### src/rtl/btn_latch_pkg.sv
// btn_latch_pkg: shared state encoding and index constants for the button latch
package btn_latch_pkg;
  typedef enum logic [1:0] {ST_CLR = 2'd0, ST_SET = 2'd1, ST_CONFLICT = 2'd2} state_e;
  localparam int LED_Q        = 0;
  localparam int LED_QN       = 1;
  localparam int LED_CONFLICT = 2;
  localparam int LED_SETP     = 3;
  localparam int LED_RSTP     = 4;
  localparam int BTN_SET      = 0;
  localparam int BTN_RST      = 1;
endpackage

### src/rtl/btn_debounce.sv
// btn_debounce: two-flop synchronizer plus stable-count debounce for one active-low button
module btn_debounce #(
  parameter int DEB_CYCLES = 270000
) (
  input  logic clk,
  input  logic rst,
  input  logic btn_n,
  output logic pressed
);
  localparam int CW = $clog2(DEB_CYCLES);
  logic [1:0]    sync_q, sync_d;
  logic          stable_q, stable_d;
  logic [CW-1:0] cnt_q, cnt_d;
  logic          lvl, hit;
  always_comb begin
    sync_d   = {sync_q[0], btn_n};
    lvl      = ~sync_q[1];
    hit      = cnt_q == CW'(DEB_CYCLES - 1);
    cnt_d    = (lvl == stable_q || hit) ? '0 : cnt_q + 1'b1;
    stable_d = (lvl != stable_q && hit) ? lvl : stable_q;
  end
  always_ff @(posedge clk) begin
    if (rst) begin
      sync_q   <= 2'b11;
      stable_q <= 1'b0;
      cnt_q    <= '0;
    end else begin
      sync_q   <= sync_d;
      stable_q <= stable_d;
      cnt_q    <= cnt_d;
    end
  end
  assign pressed = stable_q;
endmodule

### src/rtl/btn_latch_ctrl.sv
// btn_latch_ctrl: debounced set/reset latch with conflict detection and status LEDs
module btn_latch_ctrl
  import btn_latch_pkg::*;
#(
  parameter int DEB_CYCLES = 270000,
  parameter int BLINK_HALF = 6750000
) (
  input  logic       clk,
  input  logic       rst,
  input  logic [1:0] btn,
  output logic       q,
  output logic       q_n,
  output logic [4:0] led
);
  localparam int BW = BLINK_HALF > 1 ? $clog2(BLINK_HALF) : 1;
  logic          set_p, rst_p;
  state_e        state_q, state_d;
  logic          q_q, q_d, qn_q, qn_d, blink_q, blink_d, setp_q, rstp_q;
  logic [BW-1:0] bcnt_q, bcnt_d;
  logic          bwrap;
  btn_debounce #(.DEB_CYCLES(DEB_CYCLES)) u_deb_set (
    .clk(clk), .rst(rst), .btn_n(btn[BTN_SET]), .pressed(set_p)
  );
  btn_debounce #(.DEB_CYCLES(DEB_CYCLES)) u_deb_rst (
    .clk(clk), .rst(rst), .btn_n(btn[BTN_RST]), .pressed(rst_p)
  );
  // both released while in conflict falls back to cleared rather than holding
  always_comb begin
    state_d = (set_p && rst_p) ? ST_CONFLICT :
              set_p ? ST_SET :
              rst_p ? ST_CLR :
              (state_q == ST_CONFLICT) ? ST_CLR : state_q;
    q_d     = state_d == ST_SET;
    qn_d    = state_d == ST_CLR;
    bwrap   = bcnt_q == BW'(BLINK_HALF - 1);
    bcnt_d  = '0;
    blink_d = 1'b0;
    if (state_d == ST_CONFLICT && state_q == ST_CONFLICT) begin
      bcnt_d  = bwrap ? '0 : bcnt_q + 1'b1;
      blink_d = bwrap ? ~blink_q : blink_q;
    end else if (state_d == ST_CONFLICT) begin
      blink_d = 1'b1;
    end
  end
  always_ff @(posedge clk) begin
    if (rst) begin
      state_q <= ST_CLR;
      q_q     <= 1'b0;
      qn_q    <= 1'b1;
      blink_q <= 1'b0;
      bcnt_q  <= '0;
      setp_q  <= 1'b0;
      rstp_q  <= 1'b0;
    end else begin
      state_q <= state_d;
      q_q     <= q_d;
      qn_q    <= qn_d;
      blink_q <= blink_d;
      bcnt_q  <= bcnt_d;
      setp_q  <= set_p;
      rstp_q  <= rst_p;
    end
  end
  always_comb begin
    led               = '0;
    led[LED_Q]        = q_q;
    led[LED_QN]       = qn_q;
    led[LED_CONFLICT] = blink_q;
    led[LED_SETP]     = setp_q;
    led[LED_RSTP]     = rstp_q;
  end
  assign q   = q_q;
  assign q_n = qn_q;
endmodule

### config.mk
export PLATFORM = sky130hd
export DESIGN_NAME = btn_latch_ctrl
export DESIGN_NICKNAME = d
export VERILOG_FILES = /design/src/rtl/btn_latch_pkg.sv /design/src/rtl/btn_debounce.sv /design/src/rtl/btn_latch_ctrl.sv
export SDC_FILE = /design/constraint.sdc
export NUM_CORES = 1
export LEC_CHECK = 0
export CAP_MARGIN = 10
export CORE_MARGIN = 2
export CORE_UTILIZATION = 60
export DETAILED_ROUTE_END_ITERATION = 16
export PLACE_DENSITY = 0.87
export SLEW_MARGIN = 20
export SYNTH_ARGS = -nofsm -noshare
export SYNTH_HDL_FRONTEND = slang
export SYNTH_SLANG_ARGS = --single-unit
export TNS_END_PERCENT = 20
### constraint.sdc
create_clock -name clk -period 2.2 [get_ports clk]
set_input_delay 0.33 -clock clk [delete_from_list [all_inputs] [get_ports clk]]
set_output_delay 0.33 -clock clk [all_outputs]
set_load 0.005 [all_outputs]
# == After elaboration in Yosys (flattened, before gate mapping) ==
# Cells that the tools add are included.
# op_classes
n_addsub,3
eq_ne,11
muxes,7
n_bitwise,4
n_reduce_logical,10
# op_table
cell,count
$add A19 B1 Y19 const B,2
$eq A19 B19 Y1 const B,2
$add A23 B1 Y23 const B,1
$eq A23 B23 Y1 const B,1
$mux W2,4
$eq A2 B2 Y1 const B,2
$logic_and A1 B1 Y1,4
$not A1 Y1,4
$reduce_or A2 Y1,2
$mux W1,3
$reduce_or A3 Y1,1
$eq A1 B1 Y1,2
$eq A2 B1 Y1 const B,1
$logic_not A2 Y1,1
$logic_or A1 B1 Y1,2
$ne A1 B1 Y1,2
$ne A2 B2 Y1 const B,1
# totals
regBits,74
output_inout_bits,7
elab_cells,48

# == Logic depth before layout (Yosys ltp) ==
# Gate-level depths: netlist of the first run.
# logic_depth
ltp_word,9
mapped_depth,6
ltp_nobuf,5

# == By module ==
# From an unflattened synthesis of the first run, not the netlist that was laid out.
# unflattened
hier_cells,373
area_unflattened_um2,3293.2
# by_module_without_submodules
mod,n_inst,cells_per_inst,area_each_um2,seq_area_each_um2
btn_latch_ctrl,1,155,1332.5,600.6
btn_debounce (u_deb_set),1,109,982.2,440.4
btn_debounce (u_deb_rst),1,109,978.4,440.4

# == Worst setup path before layout of the first run ==
# No wires, ideal clock.
# synth_timing
kind,reg-to-reg
from,reg u_deb_set.cnt_q[0]
to,reg u_deb_set.cnt_q[12]
setup_ns,0.115
arrival_time_ns,1.568
required_time_ns,2.085
path_slack_ns,0.517
path_stages_with_launch,7
n_path_buf,1
synth_period_minus_slack_ns,1.683
path_cell_list,dfxtp_1 > ha_1 > nand2_1 > or4_1 > o21ai_2 > buf_4 > nor2_1
# synth_via
elab_chain_cells,3
word_cells_on_any_way,4
cone_classes,1 x add/sub; 1 x eq/ne; 2 x reduce/logical
# synth_rtl
element,line_no,rtl
from (decl),btn_debounce.sv:13,"logic [CW-1:0] cnt_q, cnt_d;"
from (signal assigned),btn_debounce.sv:30,cnt_q <= cnt_d;
branches (longest 3 deep; another with $add A19 B1 Y19),n/a,
# Several ways; the timed one is not identified.
# A chain may end at the register's enable or synchronous reset.

# == Worst setup path in the final report of the first run ==
# layout_timing
from,reg bcnt_q[0]
to,reg bcnt_q[18]
# layout_via
elab_chain_cells,2
word_cells_on_any_way,3
cone_classes,1 x add/sub; 1 x eq/ne; 1 x reduce/logical
# layout_rtl
element,line_no,rtl
from (decl),btn_latch_ctrl.sv:19,"logic [BW-1:0] bcnt_q, bcnt_d;"
from (signal assigned),btn_latch_ctrl.sv:59,bcnt_q <= bcnt_d;
branches (longest 2 deep; another with $add A23 B1 Y23),n/a,
# Several ways; the timed one is not identified.

==> impl_metrics.toml, run 1 <==
[pwr]
p_per_area_nw_per_um2 = 659
seq_power_share_pct = 56.6
power_leakage_nw = 1.05
clkPwrFrac_pct = 42.4
p_int_w = 0.00190
p_sw_share_pct = 20.0
p_switching_w = 0.000476
max-vdd-ir-drop_v = 0.000505
power.share.combinational_pct = 1.0

[place]
place_congestion = 0.834
place_ws_ps = 376
placement.io_buffers = 10
dpl.hpwl_um = 4340
placed_area_um2 = 3420

[logic_synthesis]
synth_area_um2 = 3280
syn-instance-count = 374
ys_async_sr_fraction_pct = 0
synth_area_leaders = "dfxtp_1 (45%), nor2_1 (5.4%), xnor2_1 (5.1%), xor2_1 (5.1%), nand4_1 (3.4%)"
synth-compound-area-share_pct = 8.86
synth_top_family_by_area = "simple AND/OR/NAND/NOR gates"
synth-adder-area-share_pct = 1.15
syn_area_per_cell_um2 = 8.76
synth_fp_nets = 381
ys.flop_type = "dfxtp_1"
synthDominantCellAreaShare_pct = 45.2
synth_mux_area_share_pct = 0
yosysWarnings = 0
ys_seq_area_share_pct = 45.2
yosysTopAreaCell = "dfxtp_1"
synth-edff-count = 0
synth.distinct_cells = 41
yosys.area_share.simple_pct = 30.9
ys_ff_latch = 74
synth-xor-area-share_pct = 10.2

[critical_path]
worst_ep_arrival_time_ps = 2160
critical-path-slowest-cell = "or4_4"
crit_path_end_kind = "flip-flop"
worstSetupStartpointType = "flip-flop"
cp_max_fo = 5
cpPeakStageDelay_ps = 530
critical_path_buf_inv_count = 0
required_ps = 2480
critPathKind = "reg -> reg"
crit_family = "simple AND/OR/NAND/NOR gates"
crit_chain = "ha_1 > nand4_1 > or4_4 > or3_1 > a21oi_2"

[clocking]
clk_latency_ps = 340
htreeDepth = 3
cts_tree = "built"
path_clk_slew_ps = 70
cts_root_buf = "clkbuf_8"
numCtsBuffers = 9
cts-resized-gates = 0
cts_setup_buffers = 0
cts_buffer_depth = 2
cts.sinks = 74
ctsHoldBuffers = 0

[layout]
final_core_util_pct = 69.3
area_growth_syn_to_layout_pct = 10.0
multi_input_area_um2 = 1670
insertedDiodeCount = 0
regArea_um2 = 1480
fin_nets = 394
final_layout_size_suffix_gt1_share_pct = 7.42
final_common_cell = "dfxtp_1"
fill_cells = 406
final_area_um2 = 3600
mostFrequentLayoutCells = "dfxtp_1 (74), nor2_1 (47), nand2_1 (27), a21oi_1 (20)"

[sta]
hold_violations = 0
tns_ps = 0
worstMarginPinSlew_ps = 364
fmax_ghz = 0.531
final.min_clock_period_ps = 1880
setup_ws_ps = 317
skew_ps = 7.20
rsz0062_at_grt = "no"
setup_viol = 0
relSlewSlack_pct = 75.6
fin_crit_sh_pct = 85.6
maxSlewViolCount = 0

[routing]
drc = 0
vias = 2684
drtPass1Iterations = 4
dr.first_iter.drc_count = 122
avgViaCountPerCell = 5.82
ant_nets = 0
routedWlPerCell_um = 13.8
wirelength_um = 6350

[global_routing]
first_global_vias = 2502
grt-ovfl-total = 0
antenna_found_initial = 0
grt_usage_pct = 22.5
grt_max_degree = 20
grt_pass1_wl_um = 10800

[die]
die_area_um2 = 6070
die_h_um = 77.9
num_io_pins = 11
die_w_um = 77.9
start_util_pct = 63.0
core-area_um2 = 5200
rows = 26

[job]
maxCapViolations = 0

[worst_hold_path]
min_path_type = "reg -> reg"

[run_status]
status = "finished clean"
==> path summary, 6_finish.rpt <==
check | startpoint | slack, ps | cells after the start | to
worst max register to register | bcnt_q[0] | 320 | 5 | bcnt_q[18]
worst min-delay path | u_deb_set.sync_q[0] | 410 | 1 | u_deb_set.sync_q[1]
worst max-delay path | bcnt_q[0] | 320 | 5 | bcnt_q[18]
worst min register to register | u_deb_set.sync_q[0] | 410 | 1 | u_deb_set.sync_q[1]
==> flip-flops by register name, indices dropped and copies added (netlist names) <==
name               flops
q                      1
rstp_q                 1
u_deb_set.sync_q       2
u_deb_set.pressed      1
blink_q                1
bcnt_q                23
u_deb_rst.pressed      1
setp_q                 1
u_deb_set.cnt_q       19
q_n                    1
state_q                2
u_deb_rst.cnt_q       19
u_deb_rst.sync_q       2
==> Yosys cell counts, drive strengths merged, types with 7 or more instances <==
| library cell | n |
|---|---|
| xor2 | 19 |
| and4 | 9 |
| nor3 | 7 |
| nor2 | 47 |
| buf | 9 |
| nand3 | 17 |
| or3 | 16 |
| nand4 | 18 |
| inv | 11 |
| nor4 | 11 |
| a21oi | 22 |
| nand2 | 27 |
| or4 | 10 |
| o21ai | 17 |
| dfxtp | 74 |
| xnor2 | 19 |
==> stage by stage <==
stage               power, W  cells  hold WS, ps
global route         0.00247    461          415
floorplan            0.00139    374          389
finish               0.00238    461          406
CTS                  0.00240    461          415
detailed placement   0.00140    446          402
global placement     0.00140    446          395
==> worst reg2reg max path, cell delays in order (launching register included) <==
cell and delay (ps):
dfxtp_1 390, ha_1 250, nand4_1 150, or4_4 530, or3_1 340, a21oi_2 160
==> layout make-up <==
class	count	share of cell area (%)
clock buffer	12	4.03
clock inverter	3	1.11
inverter	11	1.15
multi-input combinational	276	46.4
sequential	74	41.1
tap	70	2.43
timing repair buffer	15	3.82
==> logic make-up (layout without fill, tap and decap cells) <==
logic type / count (synthesis) / count (layout)
simple gates: 186 / 186
flops: 74 / 74
compound gates: 49 / 49
xor+xnor: 38 / 38
buf+inv: 24 / 41
fa+ha+maj: 3 / 3
==> per-layer routing <==
layer | wire (um) | track usage [%] | vias up
met5 | 0 | 0 | -
met1 | 2890 | 27.0 | 1265
met4 | 94 | 9.30 | 0
li1 | - | - | 1366
met3 | 250 | 8.37 | 8
met2 | 3110 | 36.2 | 45
==> power groups by stage <==
stage | logic (W) | registers (W) | clock network [W]
finish | 0.0000240 | 0.00135 | 0.00101
detailed placement | 0.0000241 | 0.00138 | 0
CTS | 0.0000240 | 0.00135 | 0.00103
global placement | 0.0000236 | 0.00138 | 0
floorplan | 0.0000125 | 0.00138 | 0
global route | 0.0000269 | 0.00135 | 0.00110
No activity file was read; power rests on OpenSTA's default activity.
==> inputs of run 2 (changes only) <==
- CORE_UTILIZATION: 60 -> 50
- PLACE_DENSITY: 0.87 -> 0.76
==> run 2 against run 1 <==
Effect of this change:
- total power is 1.5% lower
- sequential power hardly changed
- clock skew is 0.94 ps lower
- critical path type unchanged
- critical endpoint is now u_deb_set.cnt_q[10]
==> impl_metrics.toml, run 2 (synthesis results as in run 1) <==
[clocking]
cts_setup_buffers = 0
cts.sinks = 74
htreeDepth = 3
cts_buffer_depth = 2
cts_root_buf = "clkbuf_8"
cts_tree = "built"
ctsHoldBuffers = 0
clk_latency_ps = 350
cts-resized-gates = 0
path_clk_slew_ps = 70
numCtsBuffers = 9

[worst_hold_path]
min_path_cells = 1
hp-start = "u_deb_set.sync_q[0]"
min_path_type = "reg -> reg"
holdPathEnd = "u_deb_set.sync_q[1]"

[routing]
dr.first_iter.drc_count = 128
drc = 0
avgViaCountPerCell = 5.62
wirelength_um = 5960
drtPass1Iterations = 4
ant_nets = 0
vias = 2638
routedWlPerCell_um = 12.7

[die]
core-area_um2 = 6350
die_w_um = 85.0
start_util_pct = 51.6
die_h_um = 85.0
num_io_pins = 11
die_area_um2 = 7220
rows = 29

[layout]
fin_cells = 469
area_growth_syn_to_layout_pct = 10.2
largest_register_ff_count = 23
final_area_um2 = 3610
final_common_cell = "dfxtp_1"
insertedDiodeCount = 0
final_layout_size_suffix_gt1_share_pct = 7.65
regMostFlops = "bcnt_q"
mostFrequentLayoutCells = "dfxtp_1 (74), nor2_1 (47), nand2_1 (27), a21oi_1 (20)"
fin_nets = 394
reg.largest.list = "bcnt_q: 23 flops, u_deb_rst.cnt_q: 19 flops, u_deb_set.cnt_q: 19 flops"

[global_routing]
grt_pass1_wl_um = 10700
antenna_found_initial = 0
grt_max_degree = 24
grt_usage_pct = 18.5
first_global_vias = 2448
grt-ovfl-total = 0

[pwr]
p_int_w = 0.00185
max-vdd-ir-drop_v = 0.000489
p_switching_w = 0.000487
power_leakage_nw = 1.05
clkPwrFrac_pct = 41.5
power.share.combinational_pct = 1.0
p_sw_share_pct = 20.8
seq_power_share_pct = 57.5
p_per_area_nw_per_um2 = 648

[place]
placed_area_um2 = 3430
dpl.hpwl_um = 4260
place_ws_ps = 416
placement.io_buffers = 10
dp_cells = 453
place_congestion = 0.852

[sta]
fmax_ghz = 0.561
setup_viol = 0
fin_crit_sh_pct = 81.1
hold_ws_ps = 410
maxSlewViolCount = 0
rsz0062_at_grt = "no"
tns_ps = 0
worstMarginPinSlew_ps = 460
relSlewSlack_pct = 69.1
hold_violations = 0
final.min_clock_period_ps = 1780
setup_ws_ps = 417
skew_ps = 6.26

[run_status]
status = "finished clean"

[critical_path]
worst_ep_arrival_time_ps = 2030
r2r_setup_slack_ps = 420
r2r_end = "u_deb_set.cnt_q[10]"
critPathKind = "reg -> reg"
ff2ff_path_depth = 6
cpPeakStageDelay_ps = 450
worstSetupStartpointType = "flip-flop"
reg2reg_from = "u_deb_set.cnt_q[0]"
critical-path-slowest-cell = "or4_1"
crit_chain = "ha_1 > nand2_1 > or4_1 > o21ai_2 > buf_4 > nor2_1"
required_ps = 2450
critical_path_buf_inv_count = 1
crit_family = "simple AND/OR/NAND/NOR gates"
crit_path_end_kind = "flip-flop"
cp_max_fo = 7

[job]
maxCapViolations = 0
## run 2: changes by cell type in the layout (fill, tap and decap cells not counted)
cell / previous run / this run
clkbuf_8: 10 / 12
bufinv_16: 1 / 0
## run 2: worst max path at each step
stage	from	slack [ps]	to	cells after the start
2_1_floorplan	u_deb_set.cnt_q[0]	520	u_deb_set.cnt_q[12]	6
3_5_place_dp	u_deb_set.cnt_q[0]	420	u_deb_set.cnt_q[15]	6
5_1_grt	u_deb_set.cnt_q[0]	260	u_deb_set.cnt_q[17]	6
4_1_cts	bcnt_q[0]	410	bcnt_q[18]	5
6_report	u_deb_set.cnt_q[0]	420	u_deb_set.cnt_q[10]	6
3_3_place_gp	u_deb_set.cnt_q[0]	480	u_deb_set.cnt_q[14]	6
## run 2: power by group through the flow
stage          logic (W)  registers (W)  clock network (W)
2_1_floorplan  0.0000125        0.00138                  0
3_3_place_gp   0.0000236        0.00138                  0
3_5_place_dp   0.0000238        0.00138                  0
4_1_cts        0.0000238        0.00135            0.00101
5_1_grt        0.0000268        0.00135            0.00106
6_report       0.0000234        0.00135           0.000972
## run 2: metal layers
metal,GRT usage [%],wire (um),vias up,share of wire (%)
met4,7.50,121,0,2.0
met5,0,0,-,0
li1,-,-,1361,-
met2,30.3,2900,35,49
met1,21.6,2770,1230,46
met3,7.49,174,12,2.9
## run 2: cell type report
type | count | area, um2
Timing Repair Buffer | 15 | 138
Sequential cell | 74 | 1480
Fill cell | 563 | 2740
Clock buffer | 14 | 173
Clock inverter | 2 | 10.0
Inverter | 11 | 41.3
Tap cell | 77 | 96.3
Multi-Input combinational cell | 276 | 1670
## run 2: stage by stage
stage,total power (W),util (%)
detailed placement,0.00140,54.0
global placement,0.00140,54.0
finish,0.00234,56.9
floorplan,0.00139,-
CTS,0.00238,56.9
global route,0.00243,56.9
==> inputs of run 3 (changes only) <==
- clock period: 2.2 -> 1.85 ns (I/O delays scaled with it)
==> run 3 against run 2 <==
Effect of this change:
- non-clock buffer count increased by 8
- cell area rose by 4.3%
- cell count increased by 1.7%
==> impl_metrics.toml, run 3 (synthesis results as in run 1) <==
[sta]
maxSlewViolCount = 0
final.min_clock_period_ps = 1720
relSlewSlack_pct = 69.1
hold_violations = 0
setup_viol = 0
rsz0062_at_grt = "no"
tns_ps = 0
fin_crit_sh_pct = 92.9
hold_ws_ps = 397
skew_ps = 11.5
worstMarginPinSlew_ps = 459
fmax_ghz = 0.582

[clocking]
cts_buffer_depth = 2
cts.sinks = 74
path_clk_slew_ps = 80
cts_setup_buffers = 0
clk_latency_ps = 350
cts_tree = "built"
cts-resized-gates = 0
numCtsBuffers = 9
htreeDepth = 3
ctsHoldBuffers = 0
cts_root_buf = "clkbuf_8"

[job]
maxCapViolations = 0

[global_routing]
grt-ovfl-total = 0
antenna_found_initial = 0
first_global_vias = 2527
grt_max_degree = 24
grt_pass1_wl_um = 10900
grt_usage_pct = 18.4

[die]
start_util_pct = 51.6
die_h_um = 85.0
rows = 29
num_io_pins = 11
die_w_um = 85.0
die_area_um2 = 7220
core-area_um2 = 6350

[critical_path]
cpPeakStageDelay_ps = 500
worstSetupStartpointType = "flip-flop"
worst_ep_arrival_time_ps = 2000
crit_chain = "ha_2 > nand4_1 > or4_4 > or3_1 > a21oi_2"
cp_max_fo = 5
required_ps = 2130
critPathKind = "reg -> reg"
crit_path_end_kind = "flip-flop"
critical-path-slowest-cell = "or4_4"

[layout]
final_common_cell = "dfxtp_1"
reg.largest.list = "bcnt_q: 23 flops, u_deb_rst.cnt_q: 19 flops, u_deb_set.cnt_q: 19 flops"
regMostFlops = "bcnt_q"
multi_input_area_um2 = 1680
regArea_um2 = 1480
largest_register_ff_count = 23
fill_cells = 554
fin_nets = 402
area_growth_syn_to_layout_pct = 14.9
final_layout_size_suffix_gt1_share_pct = 10.3
mostFrequentLayoutCells = "dfxtp_1 (73), nor2_1 (47), nand2_1 (27), a21oi_1 (20)"
insertedDiodeCount = 0

[routing]
wirelength_um = 6230
drc = 0
vias = 2663
routedWlPerCell_um = 13.1
dr.first_iter.drc_count = 128
ant_nets = 0
avgViaCountPerCell = 5.58
drtPass1Iterations = 4

[pwr]
p_per_area_nw_per_um2 = 846
power_leakage_nw = 1.12
max-vdd-ir-drop_v = 0.000765

[worst_hold_path]
min_path_type = "reg -> reg"

[place]
dpl.hpwl_um = 4330
placement.io_buffers = 10
place_congestion = 0.843

[run_status]
status = "finished clean"
run 3: changes by cell type in the layout (fill, tap and decap cells not counted), sizes merged:
cell / change
bufinv: +3
buf: +8
clkbuf: -2
clkinvlp: +1
clkinv: -2
run 3: final cells by class:
type | count | area share [%]
Multi-Input combinational cell | 276 | 44.7
Timing Repair Buffer | 23 | 5.58
Sequential cell | 74 | 39.4
Inverter | 11 | 1.10
Clock buffer | 12 | 4.12
Tap cell | 77 | 2.56
Clock inverter | 4 | 2.59
run 3: per-layer routing:
layer	track usage, %	vias to the layer above	part of all wire, %
met5	0	-	0
met4	7.36	0	1.4
met3	5.06	10	3.4
met2	29.8	41	48
met1	23.2	1233	47
li1	-	1379	-
run 3: critical path, delay by kind of cell (launching register included):
| kind | cells | cell delay [ps] |
|---|---|---|
| simple gates | 3 | 920 |
| flops | 1 | 370 |
| fa+ha+maj | 1 | 230 |
| compound gates | 1 | 130 |
run 3: path summary, 6_finish.rpt:
path | startpoint | to | slack (ps) | cells past startpoint
min reg2reg | u_deb_set.sync_q[0] | u_deb_set.sync_q[1] | 400 | 1
max | bcnt_q[1] | bcnt_q[18] | 130 | 5
max reg2reg | bcnt_q[1] | bcnt_q[18] | 130 | 5
min | u_deb_set.sync_q[0] | u_deb_set.sync_q[1] | 400 | 1
run 3: power by group:
group / internal [W] / switching, W
clock network: 0.000971 / 0.000583
logic: 0.0000157 / 0.0000150
registers: 0.00160 / 0.00000256
total: 0.00258 / 0.000601
run 3: stage by stage:
step                cell area, um2  util (%)  instances  setup slack, ps  power [W]
finish                        3760      59.3        477              132    0.00318
global route                  3760      59.3        477             13.7    0.00327
CTS                           3750      59.1        477             84.2    0.00321
detailed placement            3500      55.1        461              107    0.00167
global placement              3500      55.1        461              150    0.00167
floorplan                     3280         -        374              167    0.00165
